<file path="src/rtl/kf8259_ack_sequencer_if.sv">
`default_nettype none
// ============================================================================
// Module   : kf8259_ack_sequencer_if
// Purpose  : Bundles the INTA handshake, request/in-service inputs and the
//            acknowledge outputs of the KF8259 acknowledge sequencer.
// Ports    : none (signal bundle only)
//            master - the surrounding controller / bus side
//            slave  - the acknowledge sequencer itself
// Revision : 1.0 - initial release
// ============================================================================
interface kf8259_ack_sequencer_if;
    logic       interrupt_acknowledge_n;
    logic [7:0] interrupt_request_register;
    logic [7:0] highest_level_in_service;
    logic [2:0] priority_rotate;
    logic       auto_eoi_config;
    logic [4:0] interrupt_vector_address;
    logic       interrupt_to_cpu;
    logic       latch_in_service;
    logic [7:0] interrupt;
    logic [7:0] clear_interrupt_request;
    logic [7:0] end_of_interrupt;
    logic [7:0] data_bus_out;
    logic       out_data_enable;

    modport master (
        output interrupt_acknowledge_n, interrupt_request_register,
               highest_level_in_service, priority_rotate, auto_eoi_config,
               interrupt_vector_address,
        input  interrupt_to_cpu, latch_in_service, interrupt,
               clear_interrupt_request, end_of_interrupt, data_bus_out,
               out_data_enable
    );

    modport slave (
        input  interrupt_acknowledge_n, interrupt_request_register,
               highest_level_in_service, priority_rotate, auto_eoi_config,
               interrupt_vector_address,
        output interrupt_to_cpu, latch_in_service, interrupt,
               clear_interrupt_request, end_of_interrupt, data_bus_out,
               out_data_enable
    );
endinterface
`default_nettype wire

</file>
<file path="src/rtl/kf8259_ack_sequencer.sv">
`default_nettype none
// ============================================================================
// Module   : kf8259_ack_sequencer
// Purpose  : 8259-style interrupt acknowledge sequencer (8086 mode). Resolves
//            rotating priority, raises INT, runs the two-pulse INTA sequence,
//            loads the in-service stage, returns the vector byte and issues
//            automatic EOI.
// Ports    : clock - single clock, registers update on its falling edge
//            reset - asynchronous, active-high
//            bus   - kf8259_ack_sequencer_if.slave (INTA#, IRR, ISR, rotate,
//                    AEOI, vector in; INT, latch/clear/EOI one-hots, data out)
// Revision : 1.0 - initial release
// ============================================================================
module kf8259_ack_sequencer (
    input  wire logic             clock,
    input  wire logic             reset,
    kf8259_ack_sequencer_if.slave bus
);
    typedef enum logic [1:0] {
        IDLE = 2'd0,
        ACK1 = 2'd1,
        ACK2 = 2'd2
    } state_t;

    // Level reported for an acknowledge that found no request.
    localparam logic [2:0] c_SPURIOUS_LEVEL = 3'd7;

    state_t     state_q, state_d;
    logic       inta_q, inta_d;
    logic [2:0] level_q, level_d;
    logic       spurious_q, spurious_d;
    logic       int_q, int_d;
    logic       lis_q, lis_d;
    logic [7:0] intr_q, intr_d;
    logic [7:0] clr_q, clr_d;
    logic [7:0] eoi_q, eoi_d;

    logic [2:0] w_base;
    logic [7:0] w_rank_req;
    logic [7:0] w_rank_isr;
    logic       w_cand_valid;
    logic [2:0] w_cand_rank;
    logic [2:0] w_cand_level;
    logic       w_inta_fall;
    logic       w_inta_rise;

    // Rank 0 (highest priority) is the IR just above the rotate point.
    assign w_base = bus.priority_rotate + 3'd1;

    // Re-index requests and in-service bits by priority rank so the search
    // below is a plain lowest-index-first scan.
    always_comb begin
        w_rank_req = '0;
        w_rank_isr = '0;
        for (int i = 0; i < 8; i++) begin
            w_rank_req[i] = bus.interrupt_request_register[w_base + 3'(i)];
            w_rank_isr[i] = bus.highest_level_in_service[w_base + 3'(i)];
        end
    end

    // An in-service bit at or above a request's rank blocks it, so equal
    // priority never produces a candidate.
    always_comb begin
        logic stop;
        stop         = 1'b0;
        w_cand_valid = 1'b0;
        w_cand_rank  = 3'd0;
        for (int i = 0; i < 8; i++) begin
            if (!stop) begin
                if (w_rank_isr[i]) begin
                    stop = 1'b1;
                end else if (w_rank_req[i]) begin
                    w_cand_valid = 1'b1;
                    w_cand_rank  = 3'(i);
                    stop         = 1'b1;
                end
            end
        end
    end

    assign w_cand_level = w_cand_rank + w_base;
    assign w_inta_fall  = inta_q & ~bus.interrupt_acknowledge_n;
    assign w_inta_rise  = ~inta_q & bus.interrupt_acknowledge_n;

    always_comb begin
        state_d    = state_q;
        inta_d     = bus.interrupt_acknowledge_n;
        level_d    = level_q;
        spurious_d = spurious_q;
        int_d      = 1'b0;
        lis_d      = 1'b0;
        intr_d     = 8'h00;
        clr_d      = 8'h00;
        eoi_d      = 8'h00;
        case (state_q)
            IDLE: begin
                if (w_inta_fall) begin
                    state_d = ACK1;
                    if (w_cand_valid) begin
                        level_d    = w_cand_level;
                        spurious_d = 1'b0;
                        lis_d      = 1'b1;
                        intr_d     = 8'd1 << w_cand_level;
                        clr_d      = 8'd1 << w_cand_level;
                    end else begin
                        level_d    = c_SPURIOUS_LEVEL;
                        spurious_d = 1'b1;
                    end
                end else begin
                    int_d = w_cand_valid;
                end
            end
            ACK1: begin
                if (w_inta_fall) begin
                    state_d = ACK2;
                end
            end
            ACK2: begin
                if (w_inta_rise) begin
                    state_d = IDLE;
                    if (bus.auto_eoi_config && !spurious_q) begin
                        eoi_d = 8'd1 << level_q;
                    end
                end
            end
            default: begin
                state_d = IDLE;
            end
        endcase
    end

    always_ff @(negedge clock or posedge reset) begin
        if (reset) begin
            state_q    <= IDLE;
            inta_q     <= 1'b1;
            level_q    <= 3'd0;
            spurious_q <= 1'b0;
            int_q      <= 1'b0;
            lis_q      <= 1'b0;
            intr_q     <= 8'h00;
            clr_q      <= 8'h00;
            eoi_q      <= 8'h00;
        end else begin
            state_q    <= state_d;
            inta_q     <= inta_d;
            level_q    <= level_d;
            spurious_q <= spurious_d;
            int_q      <= int_d;
            lis_q      <= lis_d;
            intr_q     <= intr_d;
            clr_q      <= clr_d;
            eoi_q      <= eoi_d;
        end
    end

    // Vector is driven only during the second INTA low phase; the state
    // register clears asynchronously, so reset drops the bus immediately.
    assign bus.out_data_enable         = (state_q == ACK2) && !bus.interrupt_acknowledge_n;
    assign bus.data_bus_out            = bus.out_data_enable ?
                                         {bus.interrupt_vector_address, level_q} : 8'h00;
    assign bus.interrupt_to_cpu        = int_q;
    assign bus.latch_in_service        = lis_q;
    assign bus.interrupt               = intr_q;
    assign bus.clear_interrupt_request = clr_q;
    assign bus.end_of_interrupt        = eoi_q;
endmodule
`default_nettype wire

</file>
<file path="src/flat_wrapper.sv">
// flat-port wrapper written by rule: the top's interface ports become plain ports
module kf8259_ack_sequencer_flat 
  (clock, reset, bus_interrupt_acknowledge_n, bus_interrupt_request_register, bus_highest_level_in_service, bus_priority_rotate, bus_auto_eoi_config, bus_interrupt_vector_address, bus_interrupt_to_cpu, bus_latch_in_service, bus_interrupt, bus_clear_interrupt_request, bus_end_of_interrupt, bus_data_bus_out, bus_out_data_enable);
  kf8259_ack_sequencer_if bus_i ();
  input  wire logic clock;
  input  wire logic reset;
  input wire logic [$bits(bus_i.interrupt_acknowledge_n)-1:0] bus_interrupt_acknowledge_n;
  input wire logic [$bits(bus_i.interrupt_request_register)-1:0] bus_interrupt_request_register;
  input wire logic [$bits(bus_i.highest_level_in_service)-1:0] bus_highest_level_in_service;
  input wire logic [$bits(bus_i.priority_rotate)-1:0] bus_priority_rotate;
  input wire logic [$bits(bus_i.auto_eoi_config)-1:0] bus_auto_eoi_config;
  input wire logic [$bits(bus_i.interrupt_vector_address)-1:0] bus_interrupt_vector_address;
  output wire logic [$bits(bus_i.interrupt_to_cpu)-1:0] bus_interrupt_to_cpu;
  output wire logic [$bits(bus_i.latch_in_service)-1:0] bus_latch_in_service;
  output wire logic [$bits(bus_i.interrupt)-1:0] bus_interrupt;
  output wire logic [$bits(bus_i.clear_interrupt_request)-1:0] bus_clear_interrupt_request;
  output wire logic [$bits(bus_i.end_of_interrupt)-1:0] bus_end_of_interrupt;
  output wire logic [$bits(bus_i.data_bus_out)-1:0] bus_data_bus_out;
  output wire logic [$bits(bus_i.out_data_enable)-1:0] bus_out_data_enable;
  assign bus_i.interrupt_acknowledge_n = bus_interrupt_acknowledge_n;
  assign bus_i.interrupt_request_register = bus_interrupt_request_register;
  assign bus_i.highest_level_in_service = bus_highest_level_in_service;
  assign bus_i.priority_rotate = bus_priority_rotate;
  assign bus_i.auto_eoi_config = bus_auto_eoi_config;
  assign bus_i.interrupt_vector_address = bus_interrupt_vector_address;
  assign bus_interrupt_to_cpu = bus_i.interrupt_to_cpu;
  assign bus_latch_in_service = bus_i.latch_in_service;
  assign bus_interrupt = bus_i.interrupt;
  assign bus_clear_interrupt_request = bus_i.clear_interrupt_request;
  assign bus_end_of_interrupt = bus_i.end_of_interrupt;
  assign bus_data_bus_out = bus_i.data_bus_out;
  assign bus_out_data_enable = bus_i.out_data_enable;
  kf8259_ack_sequencer u_core (.clock(clock), .reset(reset), .bus(bus_i));
endmodule
</file>
<file path="config.mk">
export PLATFORM = sky130hd
export DESIGN_NAME = kf8259_ack_sequencer_flat
export DESIGN_NICKNAME = d
export VERILOG_FILES = /design/src/rtl/kf8259_ack_sequencer_if.sv /design/src/rtl/kf8259_ack_sequencer.sv /design/src/flat_wrapper.sv
export SDC_FILE = /design/constraint.sdc
export NUM_CORES = 1
export LEC_CHECK = 0
export BUFFER_PORTS_ARGS = -buffer_cell sky130_fd_sc_hd__buf_4
export CORE_AREA = 2 2 76 78
export CTS_BUF_LIST = sky130_fd_sc_hd__clkbuf_4
export DETAILED_ROUTE_END_ITERATION = 8
export DIE_AREA = 0 0 78 80
export PLACE_DENSITY = 0.63
export SLEW_MARGIN = 20
export SYNTH_ARGS = -nofsm -noshare
export SYNTH_HDL_FRONTEND = slang
export SYNTH_SLANG_ARGS = --single-unit
</file>
<file path="constraint.sdc">
create_clock -name clock -period 1.66 [get_ports clock]
set_clock_uncertainty 0.15 [all_clocks]
set_input_delay 0.166 -clock clock [delete_from_list [all_inputs] [get_ports clock]]
set_output_delay 0.166 -clock clock [all_outputs]
set_load 0.02 [all_outputs]
</file>
# After elaboration in Yosys (flattened, before gate mapping)
# Index checks and enable logic that the tools add are counted.
# classes
addsub	9
n_mul	0
div	0
order_cmp	8
eq_ne	5
shifts	2
muxes	113
bitwise_logic	4
reduce_logical	7
# ops
operator	count
1-bit two-way mux	65
3-bit two-way mux	21
8-bit two-way mux	7
1-bit binary-select mux with 3-bit select	16
3-bit by 4-bit < comparator with 1-bit output, second input constant	8
1-bit by 3-bit << shifter with 8-bit output, first input constant	2
3-bit adder, second input constant	4
3-bit by 1-bit adder with 3-bit output, second input constant	2
3-bit by 2-bit adder with 3-bit output, second input constant	2
2-bit two-way mux	3
2-bit by 1-bit inequality test with 1-bit output, second input constant	3
2-bit one-hot mux with 3 select lines	1
3-bit adder	1
3-bit AND reduction	1
1-bit AND	2
2-bit by 1-bit equality test with 1-bit output, second input constant	1
2-bit equality test, second input constant	1
1-bit logical AND	2
1-bit zero test	2
2-bit zero test	1
1-bit inverter	2
2-bit AND reduction	1
# totals
reg_bits	25
latchBits	0
mem_bits_rw	0
mem_bits_ro	0
input_bits	28
output_inout_bits	35
wordCells	156
mem_count	0

# Longest topological paths before layout
# Gate-level depths: netlist (run 1).
# logic_depth
ltp_word	30
mapped_depth	19
ltp_nobuf	15

==> impl_metrics.csv, run 1 <==
group,metric,value,unit
synth,ys_ff_latch,25,
synth,yosysSeqAreaShare,29.4,%
synth,netlist.area_leader.share,28.2,%
floorplanning,top_level_ports,63,
synth,synth_ff_type,"dfrtn_1",
critical_path,arrival,3.28,ns
timing,maxSlewViolCount,0,
cts,cts_tree,"done",
cts,clockRootBuffer,"clkbuf_4",
route,antenna_left,0,
cts,clk_pin_slew_worst_paths,0.08,ns
run_status,violations,"negative setup slack",
synth,yosysMostFrequentCell,"dfrtn_1",
route,routed_wl,6080,um
cts,cts_buffer_depth,2,
placed_design,dpl.hpwl,4780,um
route,first_iter_violations,67,
cts,clock_latency,0.37,ns
synth,ys_warn_count,0,
global_routing,grt.overflow.total,0,
floorplanning,die_w,78,um
synth,async_flop_share,100,%
pwr,power.density,707,nW/um^2
finish,fin_nets,382,
route,num_vias,2193,
hold_path,hold_path_class,"reg -> reg",
global_routing,grt_first_pass_wirelength,9800,um
route,drcViolationCount,0,
synth,synthDistinctLibCells,52,
cts,h-tree-depth,1,
critical_path,start_kind,"input port",
synth,synth_cells,209,
synth,synth_edf_count,0,
critical_path,endpoint_kind,"flip-flop",
critical_path,path_max_fanout,8,
placed_design,io_buffers,62,
finish,areaGrowthSynthToFinish,79.2,%
timing,worstMarginPinSlew,0.442,ns
timing,setup_violations,54,
timing,relSlewSlack,70.3,%
synth,syn_area,2130,um^2
global_routing,antenna_found_initial,0,
synth,netlist_top_cells_count,"dfrtn_1, nor2_1, mux4_2",
synth,synth.area.top_cells,"dfrtn_1, mux4_2, buf_4",
pwr,ir_drop,334,uV
finish,final_util,70.6,%
placed_design,dp_slack,-2.88,ns
timing,rsz0062_at_grt,"true",
floorplanning,row_count,27,
critical_path,crit_type,"in -> reg",
flow_run,cap_violations,0,
global_routing,grt_use_total,19.5,%
cts,cts_hold_buffers,0,
floorplanning,core,5410,um^2
floorplanning,die_h,80,um
cts,cts_buffers,3,
critical_path,crit_required,0.83,ns
synth,synth.avg_cell_area,10.2,um^2
cts,cts.sinks,25,
finish,layout-drive-gt1-share,65.6,%
timing,finalHoldViolCount,0,
floorplanning,fp.dieArea,6240,um^2
global_routing,grt_max_degree,15,
finish,diodes,0,
route,avgRoutedWirePerCell,14.4,um
floorplanning,start_util,39.4,%
route,via_per_inst,5.21,
placed_design,gp_congestion,0.886,
timing,fin_ws,-2.44,ns
global_routing,grt_pass1_vias,2206,
pwr,leakagePower,1.73,nW
run_status,status,"finished with violations",
route,dr.pass1.iters,4,
synth,syn-num-nets,241,
synth,synth_area_leader_cell,"dfrtn_1",
## power by group
| group | leakage (nW) | total [W] | switching (W) | internal (W) |
|---|---|---|---|---|
| clock | 0.0230 | 0.000264 | 0.000171 | 0.0000930 |
| combinational | 1.38 | 0.00167 | 0.000735 | 0.000932 |
| sequential | 0.330 | 0.000767 | 0.0000645 | 0.000703 |
## area by class of cell
class | instances | area (um^2)
clock inverter | 2 | 8.76
fill | 376 | 1590
clock buffer | 3 | 22.5
tap | 72 | 90.1
sequential | 25 | 627
inverter | 5 | 21.3
multi-input combinational | 162 | 1650
timing repair buffer | 152 | 1400
## through the flow
step | TNS, ns | total power [W] | area, um^2 | std cells | hold slack (ns)
after floorplan | -42.71 | 0.00155 | 2310 | 209 | 0.214
after global placement | -44.03 | 0.00213 | 3320 | 403 | 0.281
after detailed placement | -45.17 | 0.00215 | 3320 | 403 | 0.287
after CTS | -47.12 | 0.00259 | 3660 | 415 | 0.298
after global routing | -51.86 | 0.00287 | 3820 | 421 | 0.324
final | -48.26 | 0.00270 | 3820 | 421 | 0.312
## metal layers
layer	vias up	track usage, %	part of all wire [%]
met1	1061	23.9	41
li1	1059	-	-
met2	63	36.6	54
met3	10	1.92	3.5
met4	0	5.09	1.5
met5	-	0	0
## critical path, cell delays in order
cell      delay (ns)
buf_8           0.07
inv_4           0.03
ha_4            0.35
mux4_2          0.59
nor4_2          0.31
nor4_2          0.08
a211oi_1        0.19
a21bo_2         0.17
a21oi_2         0.04
nor2_1          0.10
ha_2            0.18
inv_2           0.04
fa_2            0.34
xnor2_2         0.15
xnor2_2         0.14
buf_6           0.14
nor3b_2         0.15
## state kept, by name (all words and copies together), names as in the netlist
signal and cells:
u_core.bus.interrupt_to_cpu 1, u_core.spurious_q 1, u_core.bus.interrupt 8, u_core.bus.end_of_interrupt 8, u_core.state_q 2, u_core.level_q 3, u_core.bus.latch_in_service 1, u_core.inta_q 1
## cell families (layout without fill, tap and decap cells)
| logic type | after synthesis | in the layout | synth area share (%) |
|---|---|---|---|
| adders and majority gates | 4 | 4 | 2.70 |
| buffers and inverters | 22 | 162 | 6.64 |
| muxes | 22 | 22 | 19.6 |
| AOI/OAI and AO/OA | 34 | 34 | 12.2 |
| and+or+nand+nor | 95 | 95 | 24.9 |
| DFF | 25 | 25 | 29.4 |
| xor gates and xnor gates | 7 | 7 | 4.52 |
## repair_timing
action,in CTS,in global routing
resized for setup,57,22
endpoints found under the setup margin,57,56
buffers inserted,8,6
cloned,0,1
pin swaps,16,22
## cell usage in the layout, fill, tap and decap left out, drive strengths merged, types with 2 or more instances in the layout
master  netlist  final
buf          15    151
dfrtn        24     24
nor2         22     22
mux4         15     15
nor3         14     14
nand2        13     13
and2         10     10
nand2b        8      8
a21oi         7      7
nor4          7      7
o22a          6      6
inv           6      6
mux2          5      5
nor2b         5      5
o221ai        4      4
clkbuf        1      4
xnor2         4      4
nor3b         4      4
nand3b        3      3
ha            3      3
a211oi        2      2
mux2i         2      2
a21o          2      2
xnor3         2      2
or2           2      2
nor4b         2      2
## path summary, 6_finish.rpt
path                                          startpoint  slack, ns                           endpoint  cells after the start
min                        u_core.spurious_q$_DFFE_NP0P_       0.31      u_core.spurious_q$_DFFE_NP0P_                      2
min reg2reg                u_core.spurious_q$_DFFE_NP0P_       0.31      u_core.spurious_q$_DFFE_NP0P_                      2
max                               bus_priority_rotate[0]      -2.44  u_core.bus.interrupt[1]$_DFF_NP0_                     17
min in group asynchronous                          reset       0.39      u_core.level_q[1]$_DFFE_NP0P_                      2
max reg2reg                u_core.state_q[1]$_DFFE_NP0P_       0.02      u_core.level_q[1]$_DFFE_NP0P_                      7
max in group asynchronous                          reset       0.56      u_core.level_q[2]$_DFFE_NP0P_                      3
Power figures use the tool's default switching activity.
==> run 2: changes to the inputs <==
--- a/config.mk
+++ b/config.mk
@@ -6,11 +6,12 @@
 export NUM_CORES = 1
 export LEC_CHECK = 0
 export BUFFER_PORTS_ARGS = -buffer_cell sky130_fd_sc_hd__buf_4
-export CORE_AREA = 2 2 76 78
+export CORE_AREA = 8 8 82 84
 export CTS_BUF_LIST = sky130_fd_sc_hd__clkbuf_4
 export DETAILED_ROUTE_END_ITERATION = 8
-export DIE_AREA = 0 0 78 80
+export DIE_AREA = 0 0 90 92
 export PLACE_DENSITY = 0.63
+export SKIP_CTS_REPAIR_TIMING = 1
 export SLEW_MARGIN = 20
 export SYNTH_ARGS = -nofsm -noshare
 export SYNTH_HDL_FRONTEND = slang
==> impl_metrics.csv, run 2 (synthesized netlist as in run 1, its figures left out) <==
group,metric,value,unit
run_status,status,"finished with violations",
run_status,violations,"negative setup slack",
timing,fin_ws,-2.43,ns
pwr,power.density,711,nW/um^2
pwr,p_clk_share,11.0,%
finish,register_area,627,um^2
finish,instances_no_fill,417,
route,dr.max_layer_used,"met4",
finish,fin_nets,378,
critical_path,endpoint,"u_core.bus.interrupt[0]$_DFF_NP0_",
critical_path,critPathTopFamily,"adder cells",
route,dr.pass1.iters,4,
cts,cts_buffers,3,
floorplanning,top_level_ports,63,
cts,clock_latency,0.37,ns
global_routing,grt_use_total,14.9,%
floorplanning,start_util,39.4,%
finish,diodes,0,
finish,nFillCells,414,
timing,maxSlewViolCount,0,
timing,hold_slack,0.280,ns
cts,cts.sinks,25,
timing,relSlewSlack,74.6,%
critical_path,r2r-start,"u_core.state_q[1]$_DFFE_NP0P_",
placed_design,dpl.hpwl,5280,um
critical_path,worstPathCellList,"buf_6 > ha_4 > mux4_2 > nor4_4 > nor4_2 > a211oi_1 > a21bo_2 > a21oi_2 > nor2_1 > ha_2 > inv_2 > fa_2 > xnor2_4 > xnor2_2 > nor3b_2",
route,drt-met1-wl,2660,um
critical_path,start_kind,"input port",
pwr,leakagePower,1.66,nW
critical_path,crit_type,"in -> reg",
finish,multi_input_area,1620,um^2
cts,clk_pin_slew_worst_paths,0.09,ns
hold_path,hold_path_class,"reg -> reg",
pwr,intPower,0.00169,W
global_routing,grt_pass1_vias,2211,
placed_design,gp_congestion,0.934,
floorplanning,core,5410,um^2
route,first_iter_violations,87,
route,via_per_inst,5.30,
critical_path,path_max_fanout,7,
floorplanning,die_h,92,um
flow_run,cap_violations,0,
floorplanning,fp.dieArea,8280,um^2
global_routing,grt.overflow.total,0,
finish,areaGrowthSynthToFinish,72.4,%
critical_path,crit_path_max_incr_delay,0.60,ns
cts,cts_tree,"done",
timing,worstMarginPinSlew,0.381,ns
floorplanning,die_w,90,um
route,avgRoutedWirePerCell,15.4,um
pwr,p_comb_share,59.7,%
critical_path,critPathBufInv,2,
route,drcViolationCount,0,
route,antenna_left,0,
critical_path,r2r_slack,0.03,ns
critical_path,reg2reg_depth,7,
route,num_vias,2211,
critical_path,cpMaxStageDelayCell,"mux4_2",
placed_design,io_buffers,62,
finish,mostFrequentLayoutCell,"buf_4",
timing,setup_violations,49,
critical_path,arrival,3.27,ns
floorplanning,row_count,27,
pwr,seqPwrFrac,29.2,%
placed_design,post-place-cells,405,
cts,clockRootBuffer,"clkbuf_4",
timing,rsz0062_at_grt,"true",
global_routing,antenna_found_initial,0,
critical_path,rr_endpoint,"u_core.level_q[1]$_DFFE_NP0P_",
critical_path,crit_cells,15,
timing,finalHoldViolCount,0,
route,wl_met3,345,um
route,dr_wl_met2,3290,um
pwr,ir_drop,333,uV
critical_path,endpoint_kind,"flip-flop",
cts,h-tree-depth,1,
critical_path,crit_required,0.84,ns
pwr,swShare,35.4,%
global_routing,grt_first_pass_wirelength,10400,um
global_routing,grt_max_degree,15,
pwr,p_sw,0.000923,W
critical_path,crit_start,"bus_priority_rotate[1]",
route,routed_wl,6430,um
cts,cts_buffer_depth,2,
finish,layout-drive-gt1-share,62.0,%
finish,layout_common_cells,"buf_4, buf_6, dfrtn_1",
placed_design,dp_slack,-2.85,ns
run 2: cell count changes in the layout (fill, tap and decap cells not counted), moves of 2 or more:
cell | previous run | this run
buf_4 | 100 | 105
buf_6 | 44 | 39
buf_12 | 5 | 2
nand2_1 | 10 | 13
nor3_1 | 10 | 13
nor3_2 | 4 | 1
nand2_2 | 2 | 0
xnor2_4 | 0 | 2
run 2: worst min-delay path by stage:
| stage | startpoint | end | slack (ns) | depth (start not counted) |
|---|---|---|---|---|
| after detailed placement | u_core.spurious_q$_DFFE_NP0P_ | u_core.spurious_q$_DFFE_NP0P_ | 0.28 | 2 |
| after global routing | u_core.spurious_q$_DFFE_NP0P_ | u_core.spurious_q$_DFFE_NP0P_ | 0.29 | 2 |
| final | u_core.spurious_q$_DFFE_NP0P_ | u_core.spurious_q$_DFFE_NP0P_ | 0.28 | 2 |
| after global placement | u_core.spurious_q$_DFFE_NP0P_ | u_core.spurious_q$_DFFE_NP0P_ | 0.27 | 2 |
| after floorplan | bus_interrupt_acknowledge_n | bus_data_bus_out[2] | 0.21 | 1 |
| after CTS | u_core.spurious_q$_DFFE_NP0P_ | u_core.spurious_q$_DFFE_NP0P_ | 0.28 | 2 |
run 2: worst reg2reg max path: stages, from the launching register on:
cell and delay (ns):
dfrtn_1 0.39, buf_4 0.15, buf_4 0.14, nor2_1 0.11, and2_1 0.21, buf_4 0.15, nand2_1 0.05, o22a_1 0.15
run 2: area by class of cell:
class                      instances  area share, %
inverter                           5          0.579
tap                               72           2.45
sequential                        25           17.1
timing repair buffer             147           34.9
clock buffer                       4          0.818
clock inverter                     1          0.102
multi-input combinational        163           44.0
run 2: power by group through the flow:
stage | clock network, W | logic (W) | registers, W
CTS | 0.000297 | 0.00139 | 0.000758
floorplan | 0.00000754 | 0.000756 | 0.000788
global route | 0.000343 | 0.00168 | 0.000774
finish | 0.000288 | 0.00156 | 0.000763
detailed placement | 0.00000754 | 0.00139 | 0.000770
global placement | 0.00000754 | 0.00136 | 0.000768
run 2: per-stage QoR:
| step | TNS (ns) | utilization, % | instance area [um^2] | power [W] |
|---|---|---|---|---|
| after floorplan | -42.71 | - | 2310 | 0.00155 |
| after global placement | -43.18 | 61.0 | 3300 | 0.00214 |
| after detailed placement | -44.32 | 61.0 | 3300 | 0.00216 |
| after CTS | -49.01 | 61.5 | 3330 | 0.00244 |
| after global routing | -51.30 | 67.9 | 3670 | 0.00280 |
| final | -47.81 | 67.9 | 3670 | 0.00261 |
run 2: routing by layer:
layer  up-vias  track usage [%]
li1       1059                -
met1      1070             16.9
met2        69             26.4
met3        13             4.07
met4         0             5.41
met5         -                0
==> run 3: changes to the inputs <==
--- a/config.mk
+++ b/config.mk
@@ -5,12 +5,13 @@
 export SDC_FILE = /design/constraint.sdc
 export NUM_CORES = 1
 export LEC_CHECK = 0
+export ABC_AREA = 1
 export BUFFER_PORTS_ARGS = -buffer_cell sky130_fd_sc_hd__buf_4
-export CORE_AREA = 8 8 82 84
+export CORE_AREA = 8 8 87 89
 export CTS_BUF_LIST = sky130_fd_sc_hd__clkbuf_4
 export DETAILED_ROUTE_END_ITERATION = 8
-export DIE_AREA = 0 0 90 92
-export PLACE_DENSITY = 0.63
+export DIE_AREA = 0 0 95 97
+export PLACE_DENSITY = 0.61
 export SKIP_CTS_REPAIR_TIMING = 1
 export SLEW_MARGIN = 20
 export SYNTH_ARGS = -nofsm -noshare
==> impl_metrics.csv, run 3 <==
group,metric,value,unit
pwr,total_power,0.00243,W
global_routing,grt_use_total,14.5,%
finish,nFillCells,593,
timing,relSlewSlack,78.8,%
global_routing,grt_max_degree,29,
synth,ys_ff_latch,25,
synth,netlist.area_leader.share,26.0,%
cts,clockRootBuffer,"clkbuf_4",
synth,synth_xor_area_share,0.366,%
synth,synth-simple-area-share,51.8,%
finish,areaGrowthSynthToFinish,54.0,%
critical_path,start_kind,"input port",
synth,synth.area.top_cells,"nand2_1, dfrtn_1, nand3_1",
timing,rsz0062_at_grt,"true",
floorplanning,die_h,97,um
synth,synth-compound-area-share,4.55,%
global_routing,antenna_found_initial,0,
placed_design,gp_congestion,0.957,
timing,finalHoldViolCount,0,
placed_design,io_buffers,62,
route,routed_wl,6910,um
route,avgRoutedWirePerCell,12.0,um
floorplanning,top_level_ports,63,
floorplanning,core,6200,um^2
cts,cts.sinks,25,
finish,fin_nets,534,
cts,clk_pin_slew_worst_paths,0.09,ns
synth,syn-num-nets,431,
floorplanning,row_count,29,
pwr,ir_drop,451,uV
placed_design,dpl.hpwl,5890,um
floorplanning,fp.dieArea,9220,um^2
pwr,power.density,659,nW/um^2
timing,setup_violations,49,
global_routing,grt_first_pass_wirelength,11200,um
synth,muxShareOfSynthArea,0,%
pwr,leakagePower,2.04,nW
finish,diodes,0,
flow_run,cap_violations,0,
synth,synth_ff_type,"dfrtn_1",
route,dr.pass1.iters,5,
route,antenna_left,0,
critical_path,crit_type,"in -> reg",
hold_path,hold_path_class,"reg -> reg",
cts,h-tree-depth,1,
run_status,status,"finished with violations",
synth,yosysSeqAreaShare,26.2,%
synth,yosysMostFrequentCell,"nand2_1",
floorplanning,start_util,38.6,%
synth,async_flop_share,100,%
finish,fin_area,3690,um^2
cts,cts_buffer_depth,2,
synth,synth_area_leader_cell,"nand2_1",
timing,worstMarginPinSlew,0.318,ns
route,num_vias,2691,
run_status,violations,"negative setup slack",
finish,layout_common_cells,"nand2_1, buf_4, inv_1",
finish,mostFrequentLayoutCell,"nand2_1",
critical_path,path_max_fanout,8,
critical_path,r2r_slack,0.16,ns
synth,ys_warn_count,0,
critical_path,crit_required,0.85,ns
synth,synth.avg_cell_area,6.00,um^2
synth,synth_edf_count,0,
finish,multi_input_area,1720,um^2
critical_path,arrival,2.77,ns
synth,synth_top_family_by_area,"simple AND/OR/NAND/NOR gates",
timing,maxSlewViolCount,0,
timing,fin_ws,-1.92,ns
synth,synth-adder-area-share,2.40,%
global_routing,grt.overflow.total,0,
cts,clock_latency,0.36,ns
cts,cts_buffers,3,
synth,netlist_top_cells_count,"nand2_1, inv_1, nor2_1",
placed_design,placed_area,3330,um^2
synth,synth_cells,399,
route,first_iter_violations,131,
route,drcViolationCount,0,
finish,layout-drive-gt1-share,41.3,%
finish,register_area,627,um^2
route,via_per_inst,4.66,
synth,synthDistinctLibCells,31,
floorplanning,die_w,95,um
critical_path,endpoint_kind,"flip-flop",
global_routing,grt_pass1_vias,2425,
synth,syn_area,2390,um^2
cts,cts_tree,"done",
[run 3: changes by cell type in the layout (fill, tap and decap cells not counted), sizes merged, moves of 10 or more]
cell	change
and2	-10
mux4	-15
nor2	+28
nor3	-12
nand3	+35
buf	-34
inv	+44
nand2	+176
[run 3: power by group]
group | internal (W) | leakage (nW) | switching [W]
clock | 0.0000949 | 0.0193 | 0.000184
combinational | 0.000609 | 1.69 | 0.000812
sequential | 0.000689 | 0.326 | 0.0000441
[run 3: cell type report]
| class | count | area share, % |
|---|---|---|
| Clock buffer | 3 | 0.611 |
| Clock inverter | 2 | 0.305 |
| Inverter | 48 | 5.63 |
| Multi-Input combinational cell | 309 | 46.5 |
| Sequential cell | 25 | 17.0 |
| Tap cell | 77 | 2.61 |
| Timing Repair Buffer | 113 | 27.2 |
| Timing Repair inverter | 1 | 0.170 |
[run 3: path summary, 6_finish.rpt]
kind	from	end	cells past startpoint
max in group asynchronous	reset	u_core.bus.interrupt[7]$_DFF_NP0_	3
worst max-delay path	bus_priority_rotate[0]	u_core.level_q[2]$_DFFE_NP0P_	24
worst max register to register	u_core.inta_q$_DFF_NP1_	u_core.level_q[0]$_DFFE_NP0P_	6
worst min-delay path	u_core.spurious_q$_DFFE_NP0P_	u_core.spurious_q$_DFFE_NP0P_	2
worst min register to register	u_core.spurious_q$_DFFE_NP0P_	u_core.spurious_q$_DFFE_NP0P_	2
min in group asynchronous	reset	u_core.bus.end_of_interrupt[1]$_DFF_NP0_	2
[run 3: worst max-delay path: stages]
cell     delay [ns]
buf_12         0.10
inv_12         0.03
ha_4           0.36
nand2_4        0.10
nand2_4        0.12
nand2_1        0.07
nand2_2        0.08
nand2_1        0.07
nand2_2        0.07
nand2_2        0.06
nor2_4         0.11
nand4_1        0.10
nor2_2         0.13
nand2_1        0.07
nand3_2        0.08
ha_4           0.12
inv_2          0.03
fa_2           0.34
xor2_2         0.20
inv_1          0.07
nand3_2        0.08
nand2_4        0.08
nor2_2         0.09
nor2_1         0.04
[run 3: logic make-up after synthesis]
kind of cell | count (synthesis)
AND/OR/NAND/NOR | 283
buffers and inverters | 67
flip-flops | 25
AO/OA/AOI/OAI | 19
adder cells (fa/ha/maj) | 4
XOR/XNOR | 1
[run 3: layer usage]
layer / routed length (um) / GRT usage (%)
met1: 3450 / 21.2
met3: 352 / 1.78
met2: 3080 / 22.4
met4: 31 / 2.16
met5: 0 / 0
[run 3: per-stage QoR]
| step | cells | setup TNS (ns) | utilization [%] | hold WS, ns | setup slack, ns |
|---|---|---|---|---|---|
| after floorplan | 399 | -30.68 | - | 0.214 | -2.08 |
| after global placement | 567 | -35.73 | 53.7 | 0.330 | -2.34 |
| after detailed placement | 567 | -36.27 | 53.7 | 0.351 | -2.38 |
| after CTS | 571 | -41.35 | 54.2 | 0.353 | -2.05 |
| after global routing | 578 | -44.31 | 59.4 | 0.367 | -2.11 |
| final | 578 | -39.93 | 59.4 | 0.348 | -1.92 |
